$ cat config.mk
export PLATFORM = sky130hd
export DESIGN_NAME = line_clear_sequencer_flat
export DESIGN_NICKNAME = d
export VERILOG_FILES = /design/src/rtl/line_clear_sequencer_pkg.sv /design/src/rtl/line_clear_sequencer_if.sv /design/src/rtl/line_clear_sequencer_bcd_inc4.sv /design/src/rtl/line_clear_sequencer.sv /design/src/flat_wrapper.sv
export SDC_FILE = /design/constraint.sdc
export NUM_CORES = 1
export LEC_CHECK = 0
export BUFFER_PORTS_ARGS = -buffer_cell sky130_fd_sc_hd__buf_2
export CELL_PAD_IN_SITES_DETAIL_PLACEMENT = 1
export CELL_PAD_IN_SITES_GLOBAL_PLACEMENT = 1
export CORE_MARGIN = 4
export CORE_UTILIZATION = 25
export CTS_CLUSTER_DIAMETER = 100
export DETAILED_ROUTE_END_ITERATION = 12
export GPL_ROUTABILITY_DRIVEN = 0
export GPL_TIMING_DRIVEN = 0
export HOLD_SLACK_MARGIN = 0.02
export PLACE_DENSITY = 0.57
export SLEW_MARGIN = 20
export SYNTH_ARGS = -nofsm -noshare
export SYNTH_HDL_FRONTEND = slang
export SYNTH_HIERARCHICAL = 1
export SYNTH_SLANG_ARGS = --single-unit
export TNS_END_PERCENT = 1
$ cat constraint.sdc
create_clock -name CLK -period 3.74 [get_ports CLK]
set_input_delay 0.187 -clock CLK [delete_from_list [all_inputs] [get_ports CLK]]
set_output_delay 0.187 -clock CLK [all_outputs]
set_load 0.05 [all_outputs]
$ cat src/rtl/line_clear_sequencer_pkg.sv
// Shared constants, VRAM map and state encoding for the line-clear sequencer.
package my_pkg;

  localparam int unsigned ADDR_W         = 11;
  localparam int unsigned DATA_W         = 32;
  localparam int unsigned CNT_W          = 5;
  localparam int unsigned BOARD_ROWS_DEF = 20;
  localparam int unsigned BOARD_COLS_DEF = 10;

  // VRAM word map: playfield rows are contiguous, the lines counter sits apart.
  localparam logic [ADDR_W-1:0] row_0_addr       = 11'h100;
  localparam logic [ADDR_W-1:0] level_lines_addr = 11'h0F0;

  typedef enum logic [3:0] {
    IDLE     = 4'd0,
    RD_ISSUE = 4'd1,
    RD_WAIT  = 4'd2,
    WR_ROW   = 4'd3,
    FILL     = 4'd4,
    LN_ISSUE = 4'd5,
    LN_WAIT  = 4'd6,
    LN_ADD   = 4'd7,
    LN_WR    = 4'd8,
    FIN      = 4'd9
  } lc_state_t;

endpackage

$ cat src/rtl/line_clear_sequencer_if.sv
// VRAM port-B bus: the sequencer is master, the VRAM is slave.
interface line_clear_sequencer_if;
  import my_pkg::*;

  logic [ADDR_W-1:0] RAM_ADDR;
  logic [DATA_W-1:0] RAM_WDATA;
  logic              RAM_WREN;
  logic [DATA_W-1:0] RAM_RDATA;

  modport master (output RAM_ADDR, output RAM_WDATA, output RAM_WREN, input RAM_RDATA);
  modport slave  (input RAM_ADDR, input RAM_WDATA, input RAM_WREN, output RAM_RDATA);

endinterface

$ cat src/rtl/line_clear_sequencer_bcd_inc4.sv
// Combinational +1 on a 4-digit packed BCD value; 9999 wraps to 0000.
module bcd_inc4 (
  input  logic [15:0] bcd_in,
  output logic [15:0] bcd_out
);

  logic       carry;
  logic [3:0] digit;

  // Ripple the +1 upward; a digit of 9 (or an invalid 10..15) rolls to 0 and carries.
  always_comb begin
    bcd_out = bcd_in;
    carry   = 1'b1;
    digit   = 4'd0;
    for (int i = 0; i < 4; i++) begin
      digit = bcd_in[4*i +: 4];
      if (carry) begin
        if (digit >= 4'd9) begin
          bcd_out[4*i +: 4] = 4'd0;
        end else begin
          bcd_out[4*i +: 4] = digit + 4'd1;
          carry             = 1'b0;
        end
      end
    end
  end

endmodule

$ cat src/rtl/line_clear_sequencer.sv
// Removes full playfield rows in VRAM during VBLANK, compacts the board downward
// and adds the number of removed rows to the BCD lines counter.
module line_clear_sequencer
  import my_pkg::*;
#(
  parameter int unsigned BOARD_ROWS = BOARD_ROWS_DEF,
  parameter int unsigned BOARD_COLS = BOARD_COLS_DEF
) (
  input  logic                      CLK,
  input  logic                      RESET_N,
  input  logic                      START,
  input  logic                      VBLANK,
  line_clear_sequencer_if.master    ram,
  output logic                      BUSY,
  output logic                      DONE,
  output logic [CNT_W-1:0]          CLEARED
);

  localparam int unsigned ROW_W = (BOARD_ROWS > 1) ? $clog2(BOARD_ROWS) : 1;
  localparam logic [ROW_W-1:0] LAST_ROW = ROW_W'(BOARD_ROWS - 1);

  localparam logic [3:0] S_IDLE     = 4'(IDLE);
  localparam logic [3:0] S_RD_ISSUE = 4'(RD_ISSUE);
  localparam logic [3:0] S_RD_WAIT  = 4'(RD_WAIT);
  localparam logic [3:0] S_WR_ROW   = 4'(WR_ROW);
  localparam logic [3:0] S_FILL     = 4'(FILL);
  localparam logic [3:0] S_LN_ISSUE = 4'(LN_ISSUE);
  localparam logic [3:0] S_LN_WAIT  = 4'(LN_WAIT);
  localparam logic [3:0] S_LN_ADD   = 4'(LN_ADD);
  localparam logic [3:0] S_LN_WR    = 4'(LN_WR);
  localparam logic [3:0] S_FIN      = 4'(FIN);

  logic [3:0]        state_q,   state_d;
  logic [ROW_W-1:0]  rd_q,      rd_d;
  logic [ROW_W-1:0]  wr_q,      wr_d;
  logic [CNT_W-1:0]  cleared_q, cleared_d;
  logic [CNT_W-1:0]  add_cnt_q, add_cnt_d;
  logic [DATA_W-1:0] data_q,    data_d;
  logic              phase_q,   phase_d;
  logic              busy_q,    busy_d;
  logic              done_q,    done_d;
  logic [ADDR_W-1:0] addr_q,    addr_d;
  logic [DATA_W-1:0] wdata_q,   wdata_d;
  logic              wren_q,    wren_d;

  logic              row_done;
  logic              last_row;
  logic              rd_full;
  logic [15:0]       bcd_next;

  function automatic logic row_full(input logic [DATA_W-1:0] w);
    logic full;
    full = 1'b1;
    for (int c = 0; c < int'(BOARD_COLS); c++) begin
      full = full & (|w[2*c +: 2]);
    end
    return full;
  endfunction

  function automatic logic [ADDR_W-1:0] row_addr(input logic [ROW_W-1:0] r);
    return row_0_addr + ADDR_W'(r);
  endfunction

  bcd_inc4 u_bcd_inc4 (
    .bcd_in  (data_q[15:0]),
    .bcd_out (bcd_next)
  );

  assign rd_full  = row_full(ram.RAM_RDATA);
  assign last_row = (rd_q == '0);

  // Next-state and next-output logic; every VRAM access waits for VBLANK.
  always_comb begin
    state_d   = state_q;
    rd_d      = rd_q;
    wr_d      = wr_q;
    cleared_d = cleared_q;
    add_cnt_d = add_cnt_q;
    data_d    = data_q;
    phase_d   = phase_q;
    busy_d    = busy_q;
    done_d    = 1'b0;
    addr_d    = addr_q;
    wdata_d   = wdata_q;
    wren_d    = 1'b0;
    row_done  = 1'b0;

    case (state_q)
      S_IDLE: begin
        if (START) begin
          state_d   = S_RD_ISSUE;
          rd_d      = LAST_ROW;
          wr_d      = LAST_ROW;
          cleared_d = '0;
          busy_d    = 1'b1;
        end
      end
      S_RD_ISSUE: begin
        if (VBLANK) begin
          addr_d  = row_addr(rd_q);
          phase_d = 1'b0;
          state_d = S_RD_WAIT;
        end
      end
      S_RD_WAIT: begin
        // First cycle presents the address, second cycle sees the read data.
        if (!phase_q) begin
          phase_d = 1'b1;
        end else begin
          data_d = ram.RAM_RDATA;
          if (rd_full) begin
            cleared_d = cleared_q + CNT_W'(1);
            row_done  = 1'b1;
          end else if (wr_q == rd_q) begin
            wr_d     = wr_q - ROW_W'(1);
            row_done = 1'b1;
          end else begin
            state_d = S_WR_ROW;
          end
        end
      end
      S_WR_ROW: begin
        if (VBLANK) begin
          addr_d   = row_addr(wr_q);
          wdata_d  = data_q;
          wren_d   = 1'b1;
          wr_d     = wr_q - ROW_W'(1);
          row_done = 1'b1;
        end
      end
      S_FILL: begin
        if (VBLANK) begin
          addr_d  = row_addr(wr_q);
          wdata_d = '0;
          wren_d  = 1'b1;
          if (wr_q == '0) begin
            state_d = S_LN_ISSUE;
          end else begin
            wr_d = wr_q - ROW_W'(1);
          end
        end
      end
      S_LN_ISSUE: begin
        if (VBLANK) begin
          addr_d  = level_lines_addr;
          phase_d = 1'b0;
          state_d = S_LN_WAIT;
        end
      end
      S_LN_WAIT: begin
        if (!phase_q) begin
          phase_d = 1'b1;
        end else begin
          data_d    = ram.RAM_RDATA;
          add_cnt_d = cleared_q;
          state_d   = S_LN_ADD;
        end
      end
      S_LN_ADD: begin
        if (add_cnt_q == '0) begin
          state_d = S_LN_WR;
        end else begin
          data_d[15:0] = bcd_next;
          add_cnt_d    = add_cnt_q - CNT_W'(1);
        end
      end
      S_LN_WR: begin
        if (VBLANK) begin
          addr_d  = level_lines_addr;
          wdata_d = data_q;
          wren_d  = 1'b1;
          state_d = S_FIN;
        end
      end
      S_FIN: begin
        done_d  = 1'b1;
        busy_d  = 1'b0;
        state_d = S_IDLE;
      end
      default: begin
        busy_d  = 1'b0;
        state_d = S_IDLE;
      end
    endcase

    // A row has been consumed: step upward, or leave the scan after the top row.
    if (row_done) begin
      if (last_row) begin
        state_d = (cleared_d != '0) ? S_FILL : S_FIN;
      end else begin
        rd_d    = rd_q - ROW_W'(1);
        state_d = S_RD_ISSUE;
      end
    end
  end

  always_ff @(posedge CLK or negedge RESET_N) begin
    if (!RESET_N) begin
      state_q   <= S_IDLE;
      rd_q      <= '0;
      wr_q      <= '0;
      cleared_q <= '0;
      add_cnt_q <= '0;
      data_q    <= '0;
      phase_q   <= 1'b0;
      busy_q    <= 1'b0;
      done_q    <= 1'b0;
      addr_q    <= '0;
      wdata_q   <= '0;
      wren_q    <= 1'b0;
    end else begin
      state_q   <= state_d;
      rd_q      <= rd_d;
      wr_q      <= wr_d;
      cleared_q <= cleared_d;
      add_cnt_q <= add_cnt_d;
      data_q    <= data_d;
      phase_q   <= phase_d;
      busy_q    <= busy_d;
      done_q    <= done_d;
      addr_q    <= addr_d;
      wdata_q   <= wdata_d;
      wren_q    <= wren_d;
    end
  end

  assign ram.RAM_ADDR  = addr_q;
  assign ram.RAM_WDATA = wdata_q;
  assign ram.RAM_WREN  = wren_q;
  assign BUSY          = busy_q;
  assign DONE          = done_q;
  assign CLEARED       = cleared_q;

endmodule
$ cat src/flat_wrapper.sv
// flat-port wrapper written by rule: the top's interface ports become plain ports
module line_clear_sequencer_flat import my_pkg::*;
#(
  parameter int unsigned BOARD_ROWS = BOARD_ROWS_DEF,
  parameter int unsigned BOARD_COLS = BOARD_COLS_DEF
)
  (CLK, RESET_N, START, VBLANK, BUSY, DONE, CLEARED, ram_RAM_ADDR, ram_RAM_WDATA, ram_RAM_WREN, ram_RAM_RDATA);
  line_clear_sequencer_if ram_i ();
  input  logic CLK;
  input  logic RESET_N;
  input  logic START;
  input  logic VBLANK;
  output logic BUSY;
  output logic DONE;
  output logic [CNT_W-1:0] CLEARED;
  output wire logic [$bits(ram_i.RAM_ADDR)-1:0] ram_RAM_ADDR;
  output wire logic [$bits(ram_i.RAM_WDATA)-1:0] ram_RAM_WDATA;
  output wire logic [$bits(ram_i.RAM_WREN)-1:0] ram_RAM_WREN;
  input wire logic [$bits(ram_i.RAM_RDATA)-1:0] ram_RAM_RDATA;
  assign ram_RAM_ADDR = ram_i.RAM_ADDR;
  assign ram_RAM_WDATA = ram_i.RAM_WDATA;
  assign ram_RAM_WREN = ram_i.RAM_WREN;
  assign ram_i.RAM_RDATA = ram_RAM_RDATA;
  line_clear_sequencer #(.BOARD_ROWS(BOARD_ROWS), .BOARD_COLS(BOARD_COLS)) u_core (.CLK(CLK), .RESET_N(RESET_N), .START(START), .VBLANK(VBLANK), .ram(ram_i), .BUSY(BUSY), .DONE(DONE), .CLEARED(CLEARED));
endmodule
==> flow_metrics.py <==
metrics = {
    "status": {
        "status": "finished clean",
    },
    "cts": {
        "clock-root-buffer": "clkbuf_16",
        "clock_sinks": 99,
        "numCtsBuffers": 9,
        "postCtsSetupRepairBufs": 0,
        "tritoncts": "yes",
        "clock_latency_ns": 0.35,
        "htreeDepth": 3,
        "cts.clk_slew.worst_paths_ns": 0.07,
        "cts_buffer_depth": 2,
    },
    "synthesis": {
        "ys_async_sr_fraction_pct": 100,
        "yosys.area.top_type_share_pct": 47.2,
        "synth_seq_cells": 99,
        "ys_types": 69,
        "syn_inst": 522,
        "synth.area.top_cells": "dfrtp_1 47%, a22o_1 5.8%, ha_1 4.3%",
        "synth_seq_area_share_pct": 47.2,
        "synth_ff_type": "dfrtp_1",
        "syn_area_um2": 5250,
        "syn_area_per_cell_um2": 10.1,
        "ys_warn_count": 6,
        "synth_edf_count": 0,
        "yosysTopAreaCell": "dfrtp_1",
    },
    "final_layout": {
        "syn_to_final_growth_pct": 21.9,
        "layout-drive-gt1-share_pct": 23.7,
        "area.sequential_um2": 2480,
        "multiInputGateArea_um2": 2510,
        "antennaDiodeCount": 0,
        "final_nets": 674,
        "nFillCells": 2386,
    },
    "timing": {
        "rsz0062_at_grt": "no",
        "min_period_ns": 2.58,
        "clock.fmax_mhz": 388,
        "hold_violations": 0,
        "setup-tns-final_ns": 0,
        "setup_viol": 0,
        "worst_pin_slew_ns": 0.823,
        "post-route-period-util_pct": 68.9,
        "slew_headroom_pct": 45.2,
        "final.setup_skew_ns": 0.0106,
        "slew_violations": 0,
    },
    "setup_path": {
        "reg2reg_depth": 7,
        "r2r_end": "u_core/ram.RAM_WDATA[13]$_DFFE_PN0P_",
        "startpoint_type": "flip-flop",
        "ff2ff_setup_slack_ns": 1.16,
        "critPathMaxFanout": 10,
        "critPathCaptureType": "flip-flop",
        "cp.arrival_ns": 2.86,
        "crit_type": "reg -> reg",
        "rr_startpoint": "u_core/state_q[2]$_DFFE_PN0P_",
        "critPathRequiredTime_ns": 4.02,
    },
    "floorplan": {
        "io_pins": 87,
        "rows": 52,
        "coreArea_um2": 20400,
        "die_height_um": 153,
        "die_x_um": 153,
        "initial_core_util_pct": 25.7,
        "die_area_um2": 23400,
    },
    "worst_hold_path": {
        "hold_end": "u_core/data_q[27]$_DFFE_PN0P_",
        "holdCritStartpoint": "ram_RAM_RDATA[27]",
        "hold_path_depth": 2,
        "hp-class": "in -> reg",
    },
    "grt": {
        "grt_pass1_wl_um": 25400,
        "grt_max_degree": 56,
        "antenna_found_initial": 0,
        "grt_usage_pct": 13.2,
        "overflow": 0,
        "first_global_vias": 4610,
    },
    "pwr": {
        "total_leakage_power_nw": 2.97,
        "p_per_area_nw_per_um2": 930,
        "power_mw": 5.96,
        "peakVddDrop_mv": 0.278,
    },
    "routing": {
        "via_per_inst": 4.90,
        "initialDrtViolationCount": 135,
        "ant_nets": 0,
        "dr.pass1.iters": 4,
        "routedWlPerCell_um": 17.2,
        "drc": 0,
        "vias": 4388,
        "routed_wl_um": 15400,
    },
    "place": {
        "post-dp-hpwl_um": 11600,
        "portBuffers": 84,
    },
    "flow_run": {
        "drv_cap": 0,
    },
}
[final cells by class]
class / count / area share, %
Clock inverter: 7 / 1.89
Sequential cell: 99 / 38.7
Timing Repair Buffer: 86 / 7.25
Buffer: 36 / 2.85
Clock buffer: 9 / 3.52
Inverter: 22 / 1.29
Tap cell: 270 / 5.27
Multi-Input combinational cell: 366 / 39.2
[how the worst max path moves through the flow]
stage	startpoint	endpoint	slack, ns	cells after the start
2_1_floorplan	u_core/wr_q[0]$_DFFE_PN0P_	u_core/state_q[1]$_DFFE_PN0P_	1.58	9
3_3_place_gp	u_core/state_q[2]$_DFFE_PN0P_	u_core/ram.RAM_WDATA[12]$_DFFE_PN0P_	1.18	7
3_5_place_dp	u_core/state_q[2]$_DFFE_PN0P_	u_core/ram.RAM_WDATA[10]$_DFFE_PN0P_	1.15	7
4_1_cts	u_core/state_q[2]$_DFFE_PN0P_	u_core/ram.RAM_WDATA[13]$_DFFE_PN0P_	1.13	7
5_1_grt	u_core/state_q[3]$_DFFE_PN0P_	u_core/data_q[14]$_DFFE_PN0P_	0.91	8
6_report	u_core/state_q[2]$_DFFE_PN0P_	u_core/ram.RAM_WDATA[13]$_DFFE_PN0P_	1.16	7
[layer usage]
layer / wire, um / up-vias / GRT usage [%]
met2: 7110 / 91 / 20.4
met4: 154 / 0 / 4.07
met1: 7460 / 2198 / 18.2
met5: 0 / - / 0
li1: - / 2088 / -
met3: 705 / 11 / 3.19
[synthesized netlist by cell type, types with 5 or more instances]
master    count
a21oi_1      34
a22o_1       35
a22oi_1       6
buf_2         8
clkbuf_1     21
dfrtp_1      99
ha_1         18
inv_1        21
mux2_2       16
mux2i_1      18
nand2_1      34
nand2b_1      8
nand3_1      13
nor2_1       42
nor2b_1       5
nor3_1       12
o21ai_0      18
o21ai_1      18
o22ai_1       5
o31ai_1       8
xor2_1        7
[critical path, stage by stage (launching register included)]
cell and delay [ns]:
dfrtp_1 0.34, buf_2 0.23, clkbuf_1 0.41, nand2b_1 0.21
a21boi_1 0.08, o21ai_1 0.46, clkbuf_1 0.52, a22o_1 0.24
[stage by stage]
| stage | utilization [%] | setup WS [ns] | std cells | hold WS [ns] | cell area, um^2 |
|---|---|---|---|---|---|
| after floorplan | - | 1.58 | 523 | -0.109 | 5260 |
| after global placement | 29.4 | 1.18 | 877 | 0.423 | 6010 |
| after detailed placement | 29.6 | 1.15 | 878 | 0.154 | 6050 |
| after CTS | 31.4 | 1.13 | 895 | 0.0533 | 6400 |
| after global routing | 31.4 | 0.906 | 895 | 0.0611 | 6400 |
| final | 31.4 | 1.16 | 895 | 0.0687 | 6400 |
[state kept, by name, indices dropped and copies added (netlist names)]
signal and count:
u_core/rd_q 5, u_core/BUSY 1, u_core/DONE 1, u_core/ram.RAM_WDATA 32
u_core/state_q 4, u_core/CLEARED 5, u_core/ram.RAM_WREN 1, u_core/add_cnt_q 5
u_core/phase_q 1, u_core/data_q 32, u_core/ram.RAM_ADDR 7, u_core/wr_q 5
[placed cells by master (no fill, tap or decap), drive strengths merged, types with 8 or more instances in the layout]
master,Yosys,routed
dfrtp,99,99
o31ai,9,9
a22o,35,35
nand2,34,34
nor3,13,13
mux2i,18,18
a21oi,35,35
nor2,43,43
o21ai,36,36
ha,18,18
nand3,13,13
clkbuf,21,30
mux2,17,17
inv,22,25
nand2b,8,8
buf,15,100
[repair_timing]
| item | CTS | global route |
|---|---|---|
| hold buffers | 1 | 0 |
| gates resized for setup | 0 | 0 |
| endpoints found under the hold margin | 44 | 0 |
[kinds of logic (layout without fill, tap and decap cells)]
| family | Yosys count | count (layout) | share of synthesized area, % |
|---|---|---|---|
| buf+inv | 58 | 160 | 5.05 |
| mux | 35 | 35 | 7.07 |
| simple gates | 145 | 145 | 14.1 |
| fa+ha+maj | 18 | 18 | 4.29 |
| compound gates | 158 | 158 | 20.9 |
| other cells | 1 | 2 | 0.0714 |
| flops | 99 | 99 | 47.2 |
| xor+xnor | 8 | 8 | 1.33 |
[power breakdown]
group	leakage (nW)	total, mW	internal [mW]	switching [mW]
Clock	0.171	1.10	0.660	0.437
Sequential	1.20	1.88	1.51	0.375
Combinational	1.61	2.98	1.02	1.96
Total	2.97	5.96	3.19	2.77
No activity file was read; power rests on OpenSTA's default activity.
